--- config.mk ---
export PLATFORM = sky130hd
export DESIGN_NAME = ysyx_23060191_mem_arb_flat
export DESIGN_NICKNAME = d
export VERILOG_FILES = /design/src/rtl/ysyx_23060191_mem_arb_if.sv /design/src/rtl/ysyx_23060191_mem_arb.sv /design/src/flat_wrapper.sv
export SDC_FILE = /design/constraint.sdc
export NUM_CORES = 1
export LEC_CHECK = 0
export CAP_MARGIN = 5
export CORE_ASPECT_RATIO = 1.75
export CORE_MARGIN = 3
export CORE_UTILIZATION = 50
export CTS_CLUSTER_DIAMETER = 100
export DETAILED_ROUTE_END_ITERATION = 10
export DONT_BUFFER_PORTS = 1
export HOLD_SLACK_MARGIN = 0.02
export PLACE_DENSITY = 0.72
export SLEW_MARGIN = 20
export SYNTH_ARGS = -nofsm -noshare
export SYNTH_HDL_FRONTEND = slang
export SYNTH_SLANG_ARGS = --single-unit
--- constraint.sdc ---
create_clock -name clk -period 5.68 [get_ports clk]
set_input_delay 1.136 -clock clk [delete_from_list [all_inputs] [get_ports clk]]
set_output_delay 1.136 -clock clk [all_outputs]
set_load 0.01 [all_outputs]
--- src/rtl/ysyx_23060191_mem_arb_if.sv ---
// Signal bundle for the memory arbiter: IF requester, LS requester and memory port.
// The slave modport is the arbiter's view; master is the surrounding system (requesters + memory).
interface ysyx_23060191_mem_arb_if #(
   parameter int AW = 32,
   parameter int DW = 32
);
   // instruction-fetch requester (read-only)
   logic            if_req_valid;
   logic            if_req_ready;
   logic [AW-1:0]   if_addr;
   logic            if_rsp_valid;
   logic            if_rsp_ready;
   logic [DW-1:0]   if_rdata;
   logic            if_rsp_err;

   // load/store requester
   logic            ls_req_valid;
   logic            ls_req_ready;
   logic [AW-1:0]   ls_addr;
   logic            ls_wen;
   logic [DW-1:0]   ls_wdata;
   logic [DW/8-1:0] ls_wmask;
   logic            ls_rsp_valid;
   logic            ls_rsp_ready;
   logic [DW-1:0]   ls_rdata;
   logic            ls_rsp_err;

   // shared memory port
   logic            mem_req_valid;
   logic            mem_req_ready;
   logic [AW-1:0]   mem_addr;
   logic            mem_wen;
   logic [DW-1:0]   mem_wdata;
   logic [DW/8-1:0] mem_wmask;
   logic            mem_rsp_valid;
   logic [DW-1:0]   mem_rdata;

   modport master (
      output if_req_valid, if_addr, if_rsp_ready,
      output ls_req_valid, ls_addr, ls_wen, ls_wdata, ls_wmask, ls_rsp_ready,
      output mem_req_ready, mem_rsp_valid, mem_rdata,
      input  if_req_ready, if_rsp_valid, if_rdata, if_rsp_err,
      input  ls_req_ready, ls_rsp_valid, ls_rdata, ls_rsp_err,
      input  mem_req_valid, mem_addr, mem_wen, mem_wdata, mem_wmask
   );

   modport slave (
      input  if_req_valid, if_addr, if_rsp_ready,
      input  ls_req_valid, ls_addr, ls_wen, ls_wdata, ls_wmask, ls_rsp_ready,
      input  mem_req_ready, mem_rsp_valid, mem_rdata,
      output if_req_ready, if_rsp_valid, if_rdata, if_rsp_err,
      output ls_req_ready, ls_rsp_valid, ls_rdata, ls_rsp_err,
      output mem_req_valid, mem_addr, mem_wen, mem_wdata, mem_wmask
   );
endinterface

--- src/rtl/ysyx_23060191_mem_arb.sv ---
// Single-port memory arbiter between IF (read-only) and LS (read/write), one transaction at a time,
// with a response watchdog. Define YSYX_23060191_ARB_RR_EN for round-robin; default is fixed LS priority.
module ysyx_23060191_mem_arb #(
   parameter int AW      = 32,
   parameter int DW      = 32,
   parameter int TIMEOUT = 255
) (
   input  logic                   clk,
   input  logic                   rst_n,
   ysyx_23060191_mem_arb_if.slave bus
);
   localparam int          MW      = DW / 8;
   localparam logic [15:0] TO_LAST = 16'(TIMEOUT - 1);

   if ((DW % 8) != 0) begin : g_bad_dw
      $error("ysyx_23060191_mem_arb: DW must be a multiple of 8");
   end
   if ((TIMEOUT < 1) || (TIMEOUT > 65535)) begin : g_bad_timeout
      $error("ysyx_23060191_mem_arb: TIMEOUT must be in 1..65535");
   end

   typedef enum logic [1:0] {
      S_IDLE,
      S_REQ,
      S_WAIT,
      S_RESP
   } state_e;

   typedef enum logic {
      OWN_IF = 1'b0,
      OWN_LS = 1'b1
   } owner_e;

   state_e          state_q, state_d;
   owner_e          owner_q, owner_d;
   logic [AW-1:0]   addr_q,  addr_d;
   logic            wen_q,   wen_d;
   logic [DW-1:0]   wdata_q, wdata_d;
   logic [MW-1:0]   wmask_q, wmask_d;
   logic [DW-1:0]   rdata_q, rdata_d;
   logic            err_q,   err_d;
   logic [15:0]     cnt_q,   cnt_d;
`ifdef YSYX_23060191_ARB_RR_EN
   owner_e          rr_q,    rr_d;
`endif

   logic            grant_if;
   logic            grant_ls;
   logic            owner_rsp_ready;

   // Grants are combinational and gated by rst_n so every output reads 0 while reset is held.
   always_comb begin
      grant_if = 1'b0;
      grant_ls = 1'b0;
      if (rst_n && (state_q == S_IDLE)) begin
`ifdef YSYX_23060191_ARB_RR_EN
         if (bus.if_req_valid && bus.ls_req_valid) begin
            grant_if = (rr_q == OWN_IF);
            grant_ls = (rr_q == OWN_LS);
         end else begin
            grant_if = bus.if_req_valid;
            grant_ls = bus.ls_req_valid;
         end
`else
         grant_ls = bus.ls_req_valid;
         grant_if = bus.if_req_valid && !bus.ls_req_valid;
`endif
      end
   end

   assign owner_rsp_ready = (owner_q == OWN_LS) ? bus.ls_rsp_ready : bus.if_rsp_ready;

   // Register process: every flop, including the datapath, resets so outputs are 0 in reset.
   always_ff @(posedge clk or negedge rst_n) begin
      if (!rst_n) begin
         state_q <= S_IDLE;
         owner_q <= OWN_IF;
         addr_q  <= '0;
         wen_q   <= 1'b0;
         wdata_q <= '0;
         wmask_q <= '0;
         rdata_q <= '0;
         err_q   <= 1'b0;
         cnt_q   <= '0;
`ifdef YSYX_23060191_ARB_RR_EN
         rr_q    <= OWN_IF;
`endif
      end else begin
         // NOTE: non-blocking assignments so all flops update together from pre-edge values.
         state_q <= state_d;
         owner_q <= owner_d;
         addr_q  <= addr_d;
         wen_q   <= wen_d;
         wdata_q <= wdata_d;
         wmask_q <= wmask_d;
         rdata_q <= rdata_d;
         err_q   <= err_d;
         cnt_q   <= cnt_d;
`ifdef YSYX_23060191_ARB_RR_EN
         rr_q    <= rr_d;
`endif
      end
   end

   // Next-state and datapath process.
   always_comb begin
      // NOTE: hold-value defaults first, so no path through the case leaves a signal unassigned (no latch).
      state_d = state_q;
      owner_d = owner_q;
      addr_d  = addr_q;
      wen_d   = wen_q;
      wdata_d = wdata_q;
      wmask_d = wmask_q;
      rdata_d = rdata_q;
      err_d   = err_q;
      cnt_d   = cnt_q;
`ifdef YSYX_23060191_ARB_RR_EN
      rr_d    = rr_q;
`endif

      case (state_q)
         S_IDLE: begin
            if (grant_ls) begin
               owner_d = OWN_LS;
               addr_d  = bus.ls_addr;
               wen_d   = bus.ls_wen;
               wdata_d = bus.ls_wdata;
               wmask_d = bus.ls_wen ? bus.ls_wmask : '0;
               state_d = S_REQ;
            end else if (grant_if) begin
               owner_d = OWN_IF;
               addr_d  = bus.if_addr;
               wen_d   = 1'b0;
               wdata_d = '0;
               wmask_d = '0;
               state_d = S_REQ;
            end
`ifdef YSYX_23060191_ARB_RR_EN
            // pointer moves to the side that lost (or was absent)
            if (grant_if) begin
               rr_d = OWN_LS;
            end else if (grant_ls) begin
               rr_d = OWN_IF;
            end
`endif
         end

         S_REQ: begin
            if (bus.mem_req_ready) begin
               cnt_d   = '0;
               state_d = S_WAIT;
            end
         end

         S_WAIT: begin
            if (cnt_q != '1) begin
               cnt_d = cnt_q + 16'd1;
            end
            // a response in the timeout cycle still completes without error
            if (bus.mem_rsp_valid) begin
               rdata_d = wen_q ? '0 : bus.mem_rdata;
               err_d   = 1'b0;
               state_d = S_RESP;
            end else if (cnt_q >= TO_LAST) begin
               rdata_d = '0;
               err_d   = 1'b1;
               state_d = S_RESP;
            end
         end

         S_RESP: begin
            if (owner_rsp_ready) begin
               state_d = S_IDLE;
            end
         end

         default: state_d = S_IDLE;
      endcase
   end

   // Output process.
   always_comb begin
      bus.if_req_ready  = grant_if;
      bus.ls_req_ready  = grant_ls;

      bus.mem_req_valid = (state_q == S_REQ);
      bus.mem_addr      = addr_q;
      bus.mem_wen       = wen_q;
      bus.mem_wdata     = wdata_q;
      bus.mem_wmask     = wmask_q;

      bus.if_rsp_valid  = (state_q == S_RESP) && (owner_q == OWN_IF);
      bus.if_rdata      = bus.if_rsp_valid ? rdata_q : '0;
      bus.if_rsp_err    = bus.if_rsp_valid && err_q;

      bus.ls_rsp_valid  = (state_q == S_RESP) && (owner_q == OWN_LS);
      bus.ls_rdata      = bus.ls_rsp_valid ? rdata_q : '0;
      bus.ls_rsp_err    = bus.ls_rsp_valid && err_q;
   end
endmodule

--- src/flat_wrapper.sv ---
// flat-port wrapper written by rule: the top's interface ports become plain ports
module ysyx_23060191_mem_arb_flat 
#(
   parameter int AW      = 32,
   parameter int DW      = 32,
   parameter int TIMEOUT = 255
)
  (clk, rst_n, bus_if_req_valid, bus_if_addr, bus_if_rsp_ready, bus_ls_req_valid, bus_ls_addr, bus_ls_wen, bus_ls_wdata, bus_ls_wmask, bus_ls_rsp_ready, bus_mem_req_ready, bus_mem_rsp_valid, bus_mem_rdata, bus_if_req_ready, bus_if_rsp_valid, bus_if_rdata, bus_if_rsp_err, bus_ls_req_ready, bus_ls_rsp_valid, bus_ls_rdata, bus_ls_rsp_err, bus_mem_req_valid, bus_mem_addr, bus_mem_wen, bus_mem_wdata, bus_mem_wmask);
  ysyx_23060191_mem_arb_if #(.AW(AW), .DW(DW)) bus_i ();
  input  logic clk;
  input  logic rst_n;
  input wire logic [$bits(bus_i.if_req_valid)-1:0] bus_if_req_valid;
  input wire logic [$bits(bus_i.if_addr)-1:0] bus_if_addr;
  input wire logic [$bits(bus_i.if_rsp_ready)-1:0] bus_if_rsp_ready;
  input wire logic [$bits(bus_i.ls_req_valid)-1:0] bus_ls_req_valid;
  input wire logic [$bits(bus_i.ls_addr)-1:0] bus_ls_addr;
  input wire logic [$bits(bus_i.ls_wen)-1:0] bus_ls_wen;
  input wire logic [$bits(bus_i.ls_wdata)-1:0] bus_ls_wdata;
  input wire logic [$bits(bus_i.ls_wmask)-1:0] bus_ls_wmask;
  input wire logic [$bits(bus_i.ls_rsp_ready)-1:0] bus_ls_rsp_ready;
  input wire logic [$bits(bus_i.mem_req_ready)-1:0] bus_mem_req_ready;
  input wire logic [$bits(bus_i.mem_rsp_valid)-1:0] bus_mem_rsp_valid;
  input wire logic [$bits(bus_i.mem_rdata)-1:0] bus_mem_rdata;
  output wire logic [$bits(bus_i.if_req_ready)-1:0] bus_if_req_ready;
  output wire logic [$bits(bus_i.if_rsp_valid)-1:0] bus_if_rsp_valid;
  output wire logic [$bits(bus_i.if_rdata)-1:0] bus_if_rdata;
  output wire logic [$bits(bus_i.if_rsp_err)-1:0] bus_if_rsp_err;
  output wire logic [$bits(bus_i.ls_req_ready)-1:0] bus_ls_req_ready;
  output wire logic [$bits(bus_i.ls_rsp_valid)-1:0] bus_ls_rsp_valid;
  output wire logic [$bits(bus_i.ls_rdata)-1:0] bus_ls_rdata;
  output wire logic [$bits(bus_i.ls_rsp_err)-1:0] bus_ls_rsp_err;
  output wire logic [$bits(bus_i.mem_req_valid)-1:0] bus_mem_req_valid;
  output wire logic [$bits(bus_i.mem_addr)-1:0] bus_mem_addr;
  output wire logic [$bits(bus_i.mem_wen)-1:0] bus_mem_wen;
  output wire logic [$bits(bus_i.mem_wdata)-1:0] bus_mem_wdata;
  output wire logic [$bits(bus_i.mem_wmask)-1:0] bus_mem_wmask;
  assign bus_i.if_req_valid = bus_if_req_valid;
  assign bus_i.if_addr = bus_if_addr;
  assign bus_i.if_rsp_ready = bus_if_rsp_ready;
  assign bus_i.ls_req_valid = bus_ls_req_valid;
  assign bus_i.ls_addr = bus_ls_addr;
  assign bus_i.ls_wen = bus_ls_wen;
  assign bus_i.ls_wdata = bus_ls_wdata;
  assign bus_i.ls_wmask = bus_ls_wmask;
  assign bus_i.ls_rsp_ready = bus_ls_rsp_ready;
  assign bus_i.mem_req_ready = bus_mem_req_ready;
  assign bus_i.mem_rsp_valid = bus_mem_rsp_valid;
  assign bus_i.mem_rdata = bus_mem_rdata;
  assign bus_if_req_ready = bus_i.if_req_ready;
  assign bus_if_rsp_valid = bus_i.if_rsp_valid;
  assign bus_if_rdata = bus_i.if_rdata;
  assign bus_if_rsp_err = bus_i.if_rsp_err;
  assign bus_ls_req_ready = bus_i.ls_req_ready;
  assign bus_ls_rsp_valid = bus_i.ls_rsp_valid;
  assign bus_ls_rdata = bus_i.ls_rdata;
  assign bus_ls_rsp_err = bus_i.ls_rsp_err;
  assign bus_mem_req_valid = bus_i.mem_req_valid;
  assign bus_mem_addr = bus_i.mem_addr;
  assign bus_mem_wen = bus_i.mem_wen;
  assign bus_mem_wdata = bus_i.mem_wdata;
  assign bus_mem_wmask = bus_i.mem_wmask;
  ysyx_23060191_mem_arb #(.AW(AW), .DW(DW), .TIMEOUT(TIMEOUT)) u_core (.clk(clk), .rst_n(rst_n), .bus(bus_i));
endmodule
==> results.md, run 1 <==
- Vias in the first global route: between 4000 and 5000
- CP Capture Type: primary output
- Via count: approximately 4100
- Clock Tree Root: clkbuf_16
- Clock Skew: 9.37 ps
- GRT overflow: 0
- Setup violations, final: 0
- GPL Wtd Cong: approximately 0.88
- Period utilisation layout: 0.605
- Setup ws final: around 2200 ps
- Dpl hpwl: 10500 microns
- Syn_area_per_cell: 11.1 sq um
- Fill count: 914
- Initial antenna violation count: 0
- Syn nets: 658
- Arr. time, crit path: between 2000 and 2500 ps
- Largest cells by area after synthesis: dfrtp_1 (53%), a22o_1 (10%), mux2i_1 (6.2%), and3_1 (4.1%), and2_1 (4.0%)
- Max rail drop VDD: 0.437 mV
- Final Hold Viols: 0
- Max Slew Vio Count: 0
- Port bufs: 0
- Hold Buf Count CTS: 0
- Detail Route Antenna Nets: 0
- Leakage power total: around 3.0 nW
- Max Clk Rate: slightly below 300 MHz
- Register clock-pin slew on the reported worst setup and hold paths: 60 ps
- Placed Area: 5690 sq um
- Max Cap Viol: 0
- Mapped Area: ~5700 sq um
- First-pass DRT Iterations: 4
- CTS Buffer Depth: 2
- Hold WC Path Type: input pin to async pin
- GRT Util Overall: 0.227
- Initial cell density of the core: 0.521
- TritonCTS clock tree: yes
- Post-CTS sizing: 0
- Startpoint Class: flop
- Worst slew pin tran: 886 ps
- DRC violations left: 0
- Die width: 86.5 microns
- First-pass GRT wire length: 22600 microns
- IO Pins: 281
- Layout cells sized above 1: 0.0833
- Sequential area share after synthesis: 0.534
- Setup TNS: 0 ps
- ANT cells: 0
- PD cells: ~570 nW/um^2
- Design Area, Final: approximately 6300 sq um
- Worst-Skew Late Latency: 410 ps
- Die Y: 147 microns
- CTS Buf Count: 17
- DRT Wirelength: 14700 microns
- Post-synth top area share: 0.534
- Top-count cell post-synth: dfrtp_1
- 1st-iter DRT viols: 251
- Synth unique cells: 46
- Die footprint: 12700 sq um
- Post-synth EDFFs: 0
- Clock tree sinks: 121
- Outcome: completed
- Area Growth Syn to Fin: 10.4%
- Area leader, netlist: dfrtp_1
- Top FF cell, synth: dfrtp_1
- Crit-path max FO: 36
- Syn Inst Count: 510
- Largest net degree at the start of global routing: 126
- Mean number of vias per cell: ~6.5
- CP required: 4540 ps
- Worst slew margin: 0.409
- Commonest cells in the netlist: dfrtp_1 (121), a22o_1 (65), nand2_1 (43)
- # Post-CTS Setup Buffers: 0
- Min cycle time layout: around 3400 ps
- H-tree levels: 4
- Yosys reg bits: 121
- DR WL/cell: 23.1 microns
- Nets: 640
- Core area: 10900 sq um
- Row count: 50
- Yosys warnings: 0
- Pre-CTS WS: 2640 ps
- RSZ-0062 raised after global routing: false
- Crit Path Class: flop to primary output
- Share of async-settable or async-resettable flops after synthesis: 1.00
==> path summary, 6_finish.rpt <==
check,start,endpoint,slack (ps),depth (start not counted)
max in group asynchronous,rst_n,u_core.rdata_q[0],5080,0
setup / recovery,u_core.state_q[1],bus_if_rdata[24],2250,4
min in group clk,u_core.rdata_q[23],u_core.rdata_q[23],510,1
hold reg to reg,u_core.rdata_q[23],u_core.rdata_q[23],510,1
hold / removal,rst_n,u_core.bus.mem_wdata[26],420,0
setup reg to reg,u_core.state_q[0],u_core.cnt_q[5],3020,6
==> cell families after synthesis <==
| family | share of synthesized area |
|---|---|
| multiplexers | 0.0638 |
| AO/OA/AOI/OAI | 0.193 |
| adder cells (fa/ha/maj) | 0.0154 |
| AND/OR/NAND/NOR | 0.157 |
| flip-flops | 0.534 |
| buffers and inverters | 0.0371 |
==> routing by layer <==
metal / share of wire / vias up / global-route usage
met3: 0.083 / 29 / 0.0673
met4: 0.021 / 0 / 0.0866
met5: 0 / - / 0
met2: 0.53 / 215 / 0.392
met1: 0.37 / 2029 / 0.261
li1: - / 1852 / -
==> sequential cells by signal, indices dropped and copies added (netlist names) <==
signal                cells
u_core.bus.mem_wdata     32
u_core.rdata_q           32
u_core.bus.mem_wen        1
u_core.owner_q            1
u_core.bus.mem_wmask      4
u_core.state_q            2
u_core.err_q              1
u_core.bus.mem_addr      32
u_core.cnt_q             16
==> layout make-up <==
class	count	area, sq um	share of cell area
sequential	121	3030	0.484
clock buffer	20	447	0.0714
inverter	7	26.3	0.00420
tap	130	163	0.0260
clock inverter	11	124	0.0198
timing repair buffer	4	30.0	0.00480
multi-input combinational	341	2440	0.390
==> report_power, final <==
group          internal (mW)  total (mW)  switching, mW
logic                  0.384       0.872          0.488
registers               1.22        1.67          0.446
clock network          0.654        1.03          0.378
total                   2.26        3.57           1.31
==> cells in the final DEF, fill, tap and decap left out, types with 3 or more instances in the layout <==
cell	instances
nand4_1	6
and2_1	36
and3_1	36
nand2_1	43
dfrtp_1	121
buf_4	4
o31ai_1	5
clkinvlp_4	3
inv_1	7
nand3_1	7
a32o_1	4
clkbuf_16	17
a22o_1	65
ha_1	7
o21ai_0	38
mux2i_1	35
nor2_1	6
a31oi_1	11
a221o_1	3
clkinv_2	3
==> per-stage QoR <==
| step | std cells | power (mW) | hold WS, ps | utilization |
|---|---|---|---|---|
| 3_5_place_dp | 603 | 2.56 | 499 | 0.522 |
| 5_1_grt | 634 | 3.78 | 406 | 0.575 |
| 3_3_place_gp | 603 | 2.50 | 492 | 0.522 |
| 4_1_cts | 634 | 3.61 | 407 | 0.575 |
| 6_report | 634 | 3.57 | 420 | 0.575 |
| 2_1_floorplan | 510 | 2.30 | 473 | - |
==> critical path, cell delays in order (launching register included) <==
cell and delay [ps]:
dfrtp_1 400, ha_1 760, nor2b_1 210, buf_4 290, and2_1 230
Power figures use the tool's default switching activity.
==> run 2, diff against run 1 <==
--- a/config.mk
+++ b/config.mk
@@ -13,7 +13,7 @@
 export DETAILED_ROUTE_END_ITERATION = 10
 export DONT_BUFFER_PORTS = 1
 export HOLD_SLACK_MARGIN = 0.02
-export PLACE_DENSITY = 0.72
+export PLACE_DENSITY = 0.75
 export SLEW_MARGIN = 20
 export SYNTH_ARGS = -nofsm -noshare
 export SYNTH_HDL_FRONTEND = slang
==> constraint.sdc (replaced) <==
create_clock -name clk -period 3.1 [get_ports clk]
set_input_delay 0.62 -clock clk [delete_from_list [all_inputs] [get_ports clk]]
set_output_delay 0.62 -clock clk [all_outputs]
set_load 0.01 [all_outputs]
==> run 2 against run 1 <==
  * The run now ends with hold timing left
  * Via count rose by 0.39%
  * Non-clock buffer count rose by 4
  * Die area did not move
  * Clock power rose by 100%
  * Clock skew fell by 2.4 ps
  * Critical path type unchanged
  * Critical endpoint unchanged
  * Highest routed layer unchanged
  * Flip-flop and latch count did not move
  * Worst setup slack got worse by 1700 ps
  * Cell count rose by 0.79%
  * Sequential share of layout area fell by 0.68 points
==> results.md, run 2 (synthesized netlist as in run 1, its figures left out) <==
- Die width: 86.5 microns (unchanged)
- GRT met2 Usage: 0.366 (was 0.392)
- IO Pins: 281 (unchanged)
- First-pass GRT wire length: 21700 microns (was 22600 microns)
- CTS Buffer Depth: 2 (unchanged)
- Period utilisation layout: 0.825
- Placed Area: 5720 sq um (was 5690 sq um)
- WHS: -86.7 ps (was 420 ps)
- # Post-CTS Setup Buffers: 0 (unchanged)
- 1st-iter DRT viols: 307 (was 251)
- Most common cell after layout, fill and taps aside: dfrtp_1 (unchanged)
- GRT Util Overall: 0.220 (was 0.227)
- Row count: 50 (unchanged)
- H-tree levels: 4 (unchanged)
- Port bufs: 0 (unchanged)
- Max rail drop VDD: 0.706 mV (was 0.437 mV)
- GR Util met3: 0.0668 (was 0.0673)
- Max Slew Vio Count: 0 (unchanged)
- Hold WC Path Type: input pin to async pin (unchanged)
- TritonCTS clock tree: yes (unchanged)
- RSZ-0062 raised after global routing: false (unchanged)
- ANT cells: 0 (unchanged)
- Die Y: 147 microns (unchanged)
- Leakage power total: 3.02 nW (was 2.96 nW)
- Core area: 10900 sq um (unchanged)
- CTS Buf Count: 17 (unchanged)
- Mean number of vias per cell: 6.48 (was 6.51)
- Min cycle time layout: 2560 ps
- DRC violations left: 0 (unchanged)
- Register area: 3030 sq um (unchanged)
- Layout cells sized above 1: 0.0963 (was 0.0833)
- DRT Wirelength: 14400 microns (was 14700 microns)
- Max Cap Viol: 0 (unchanged)
- Dpl hpwl: 10500 microns (about the same)
- Max Clk Rate: around 400 MHz
- Largest net degree at the start of global routing: 126 (unchanged)
- Multi-input logic area: 2440 sq um (unchanged)
- Detail Route Antenna Nets: 0 (unchanged)
- Register clock-pin slew on the reported worst setup and hold paths: 60 ps (about the same)
- Most Frequent Cell on Critical Path: buf_4
- Vias in the first global route: 4031 (was 4198)
- PD cells: 1070 nW/um^2 (was 571 nW/um^2)
- Worst slew pin tran: 739 ps (was 886 ps)
- Worst-Skew Late Latency: 410 ps (about the same)
- Startpoint Class: flop (unchanged)
- Clock tree sinks: 121 (unchanged)
- Design Area, Final: 6340 sq um (was 6260 sq um)
- Nets: 644 (was 640)
- Crit-path max FO: 36 (unchanged)
- Met1 Usage GRT: 0.257 (was 0.261)
- First-pass DRT Iterations: 5 (was 4)
- Clock Skew: 6.92 ps (was 9.37 ps)
- Failing checks: hold timing
- Initial cell density of the core: 0.521 (unchanged)
- Max incr delay on CP: 400 ps (was 760 ps)
- Area Growth Syn to Fin: 11.9% (was 10.4%)
- Crit path buffers/inverters: 2 (was 1)
- Crit Path Class: flop to primary output (unchanged)
- DR WL/cell: 22.6 microns (was 23.1 microns)
- Fill count: 926 (was 914)
- Outcome: finished with violations (was completed)
- Slowest CP cell: dfrtp_1 (was ha_1)
- Commonest cells after routing, fill and taps aside: dfrtp_1 (121), a22o_1 (65), nand2_1 (43) (unchanged)
- Setup TNS: 0 ps (unchanged)
- GPL Wtd Cong: 0.868 (was 0.881)
- Post-CTS sizing: 0 (unchanged)
- Clock Tree Root: clkbuf_16 (unchanged)
- CP required: 2480 ps (was 4540 ps)
- CP Capture Type: primary output (unchanged)
- Setup violations, final: 0 (unchanged)
- Initial antenna violation count: 0 (unchanged)
- Worst slew margin: 0.493 (was 0.409)
- Grt peak-use layer: met2 (unchanged)
- Arr. time, crit path: 1940 ps (was 2300 ps)
- Crit path cell chain: ha_1 -> buf_4 -> nor2b_1 -> buf_4 -> and2_1 (was ha_1 -> nor2b_1 -> buf_4 -> and2_1)
- Crit path max-delay family: buffers and inverters (was adder cells)
- Die footprint: 12700 sq um (unchanged)
- Final Hold Viols: 121 (was 0)
- GRT overflow: 0 (unchanged)
- Via count: 4141 (was 4125)
[run 2: cell count changes in the layout (fill, tap and decap cells not counted), sizes merged]
cell | previous run | this run
inv | 8 | 16
buf | 4 | 8
clkbuf | 20 | 17
clkinv | 5 | 2
clkinvlp | 3 | 1
bufinv | 2 | 3
[run 2: where the power goes]
part           total [mW]  internal (mW)  leakage (nW)  switching, mW
combinational        1.67          0.725          1.15          0.947
clock                2.08           1.30         0.307          0.779
sequential           3.02           2.24          1.56          0.776
[run 2: metrics by stage]
stage	hold slack, ps	cells	setup WS [ps]	total power [mW]	util
floorplan	324	510	1080	4.22	-
global placement	330	607	1060	4.61	0.525
detailed placement	329	607	981	4.71	0.525
CTS	-117	639	540	6.83	0.583
global route	-113	639	400	7.16	0.583
finish	-86.7	639	543	6.77	0.583
[run 2: worst register-to-register path: stages (launching register included)]
cell     delay [ps]
dfrtp_1         420
inv_1           120
ha_1            230
and3_4          660
buf_4           440
a32o_1          220
[run 2: worst paths after layout]
kind	start	to	slack, ps	cells after the start
max in group asynchronous	rst_n	u_core.cnt_q[3]	2930	0
min in group clk	bus_mem_rsp_valid	u_core.err_q	300	1
worst max-delay path	u_core.state_q[0]	bus_if_rdata[24]	540	5
worst min-delay path	rst_n	u_core.rdata_q[23]	-90	0
worst min register to register	u_core.rdata_q[1]	u_core.rdata_q[1]	510	1
worst max register to register	u_core.state_q[0]	u_core.bus.mem_wmask[3]	950	5
[run 2: routing by layer]
layer / wire length [microns] / vias up
li1: - / 1862
met1: 5360 / 2021
met2: 7480 / 216
met3: 1140 / 42
met4: 431 / 0
met5: 0 / -
[run 2: final cells by class]
| type | instances | share of cell area |
|---|---|---|
| Clock buffer | 17 | 0.0670 |
| Clock inverter | 15 | 0.0321 |
| Inverter | 7 | 0.00414 |
| Multi-Input combinational cell | 341 | 0.384 |
| Sequential cell | 121 | 0.477 |
| Tap cell | 130 | 0.0256 |
| Timing Repair Buffer | 8 | 0.00947 |
==> run 3, diff against run 2 <==
==> constraint.sdc (replaced) <==
create_clock -name clk -period 2 [get_ports clk]
set_input_delay 0.4 -clock clk [delete_from_list [all_inputs] [get_ports clk]]
set_output_delay 0.4 -clock clk [all_outputs]
set_load 0.01 [all_outputs]
==> run 3 against run 2 <==
  * Non-clock buffer count rose by 24
  * Cell count rose by 3.8%
  * Clock skew increased by 2.0 ps
  * The run ends with hold timing, setup timing left
==> results.md, run 3 (synthesized netlist as in run 1, its figures left out) <==
- GRT Util Overall: 0.237 (was 0.220)
- Final Hold Viols: 121 (unchanged)
- Port bufs: 0 (unchanged)
- Crit path cell chain: buf_6 -> ha_4 -> nor2b_4 -> buf_8 -> and2_1 (was ha_1 -> buf_4 -> nor2b_1 -> buf_4 -> and2_1)
- Register clock-pin slew on the reported worst setup and hold paths: 60 ps (about the same)
- CTS Buf Count: 17 (unchanged)
- Arr. time, crit path: 1630 ps (was 1940 ps)
- Max Slew Vio Count: 0 (unchanged)
- Nets: 668 (was 644)
- Die Y: 147 microns (unchanged)
- Reg2reg path depth: 6 (was 5)
- Row count: 50 (unchanged)
- Startpoint Class: flop (unchanged)
- Max rail drop VDD: 0.978 mV (was 0.706 mV)
- Min cycle time layout: 2030 ps
- Layout cells sized above 1: 0.188 (was 0.0963)
- DRT Wirelength: 15400 microns (was 14400 microns)
- CTS Buffer Depth: 2 (unchanged)
- Outcome: finished with violations (unchanged)
- Max Clk Rate: 493 MHz
- Crit-path max FO: 17 (was 36)
- Clock Tree Root: clkbuf_16 (unchanged)
- Max Cap Viol: 0 (unchanged)
- PD cells: 1590 nW/um^2 (was 1070 nW/um^2)
- Register area: 3030 sq um (about the same)
- H-tree levels: 4 (unchanged)
- IO Pins: 281 (unchanged)
- Worst-Skew Late Latency: 410 ps (about the same)
- CP Capture Type: primary output (unchanged)
- Initial antenna violation count: 0 (unchanged)
- Max incr delay on CP: 380 ps (was 400 ps)
- Leakage power total: 3.19 nW (was 3.02 nW)
- Dpl hpwl: 10700 microns (was 10500 microns)
- Mean number of vias per cell: 6.46 (was 6.48)
- Via count: 4283 (was 4141)
- Flop-to-flop setup slack: 60 ps (was 950 ps)
- 1st-iter DRT viols: 287 (was 307)
- Crit path max-delay family: simple AND/OR/NAND/NOR gates (was buffers and inverters)
- Failing checks: hold timing, setup timing (was hold timing)
- Design Area, Final: 6680 sq um (was 6340 sq um)
- Slowest CP cell: dfrtp_1 (unchanged)
- Pre-CTS WS: -175 ps (was 981 ps)
- Worst slew pin tran: 750 ps (was 739 ps)
- CP Launch Point: u_core.state_q[0] (unchanged)
- Detail Route Antenna Nets: 0 (unchanged)
- Setup violations, final: 26 (was 0)
- First-pass GRT wire length: 23300 microns (was 21700 microns)
- Clock Skew: 8.88 ps (was 6.92 ps)
- Setup ws final: -27.5 ps (was 543 ps)
- Die footprint: 12700 sq um (unchanged)
- Period utilisation layout: 1.01
- First-pass DRT Iterations: 5 (unchanged)
- R2r startpoint: u_core.state_q[0] (unchanged)
- Fill count: 858 (was 926)
- Commonest cells after routing, fill and taps aside: dfrtp_1 (120), a22o_1 (65), nand2_1 (43) (was dfrtp_1 (121), a22o_1 (65), nand2_1 (43))
- ANT cells: 0 (unchanged)
- GRT overflow: 0 (unchanged)
- RSZ-0062 raised after global routing: true (was false)
- Area Growth Syn to Fin: 17.8% (was 11.9%)
- Final Non-Filler Cells: 663 (was 639)
- GPL Wtd Cong: 0.935 (was 0.868)
- Hold WC Path Type: input pin to async pin (unchanged)
- Placed Area: 5870 sq um (was 5720 sq um)
- Die width: 86.5 microns (unchanged)
- Worst slew margin: 0.499 (was 0.493)
- Largest net degree at the start of global routing: 126 (unchanged)
- CP required: 1600 ps (was 2480 ps)
- Crit path buffers/inverters: 2 (unchanged)
- Most common cell after layout, fill and taps aside: dfrtp_1 (unchanged)
- DP Cell Count: 624 (was 607)
- Core area: 10900 sq um (unchanged)
- DR WL/cell: 23.2 microns (was 22.6 microns)
- Setup TNS: -408 ps (was 0 ps)
- Crit Path Class: flop to primary output (unchanged)
- Vias in the first global route: 4311 (was 4031)
- DRC violations left: 0 (unchanged)
- Initial cell density of the core: 0.521 (unchanged)
- Clock tree sinks: 121 (unchanged)
- Multi-input logic area: 2540 sq um (was 2440 sq um)
- TritonCTS clock tree: yes (unchanged)
- R2r endpoint: u_core.state_q[1] (was u_core.bus.mem_wmask[3])
- WHS: -303 ps (was -86.7 ps)
## run 3: changes by cell type in the layout (fill, tap and decap cells not counted), moves of 2 or more
cell       delta
ha_1          -2
buf_6         +3
clkinv_4      +2
buf_4        +15
bufinv_16     -3
and2_1       -20
ha_4          +2
bufbuf_16     +3
inv_8         -2
clkinv_2      +2
and2_4       +20
## run 3: worst max-delay path by stage
stage                               to  slack [ps]  cells past startpoint
floorplan              u_core.cnt_q[5]           7                      8
global placement    u_core.rdata_q[30]          30                      5
detailed placement  u_core.rdata_q[11]        -170                      5
CTS                    bus_if_rdata[0]         -40                      5
global route           bus_if_rdata[2]        -120                      5
finish                 bus_if_rdata[6]         -30                      5
## run 3: power breakdown
group | switching (mW) | internal (mW)
Clock | 1.17 | 1.65
Sequential | 1.21 | 3.48
Combinational | 1.63 | 1.48
## run 3: area by class of cell
type | instances | share of cell area
well taps | 130 | 0.0244
inverters | 7 | 0.00394
flip-flops and latches | 121 | 0.454
multi-input cells | 341 | 0.380
clock buffers | 19 | 0.0663
clock inverters | 13 | 0.0165
repair buffers | 32 | 0.0549
## run 3: metrics by stage
stage                util  total power, mW
floorplan               -             6.54
global placement    0.539             7.28
detailed placement  0.539             7.46
CTS                 0.613             10.7
global route        0.613             11.2
finish              0.613             10.6
## run 3: what timing repair did
action	CTS	global route
gates cloned	5	0
gates resized for setup	39	3
setup buffers	2	0
endpoints found under the hold margin	121	121
endpoints found under the setup margin	100	76
pin swaps	11	0
## run 3: routing by layer
metal / track usage / routed length (microns) / vias to the layer above
met1: 0.268 / 5440 / 2095
met3: 0.0808 / 1300 / 34
met4: 0.0811 / 388 / 0
li1: - / - / 1911
met2: 0.411 / 8280 / 243
met5: 0 / 0 / -
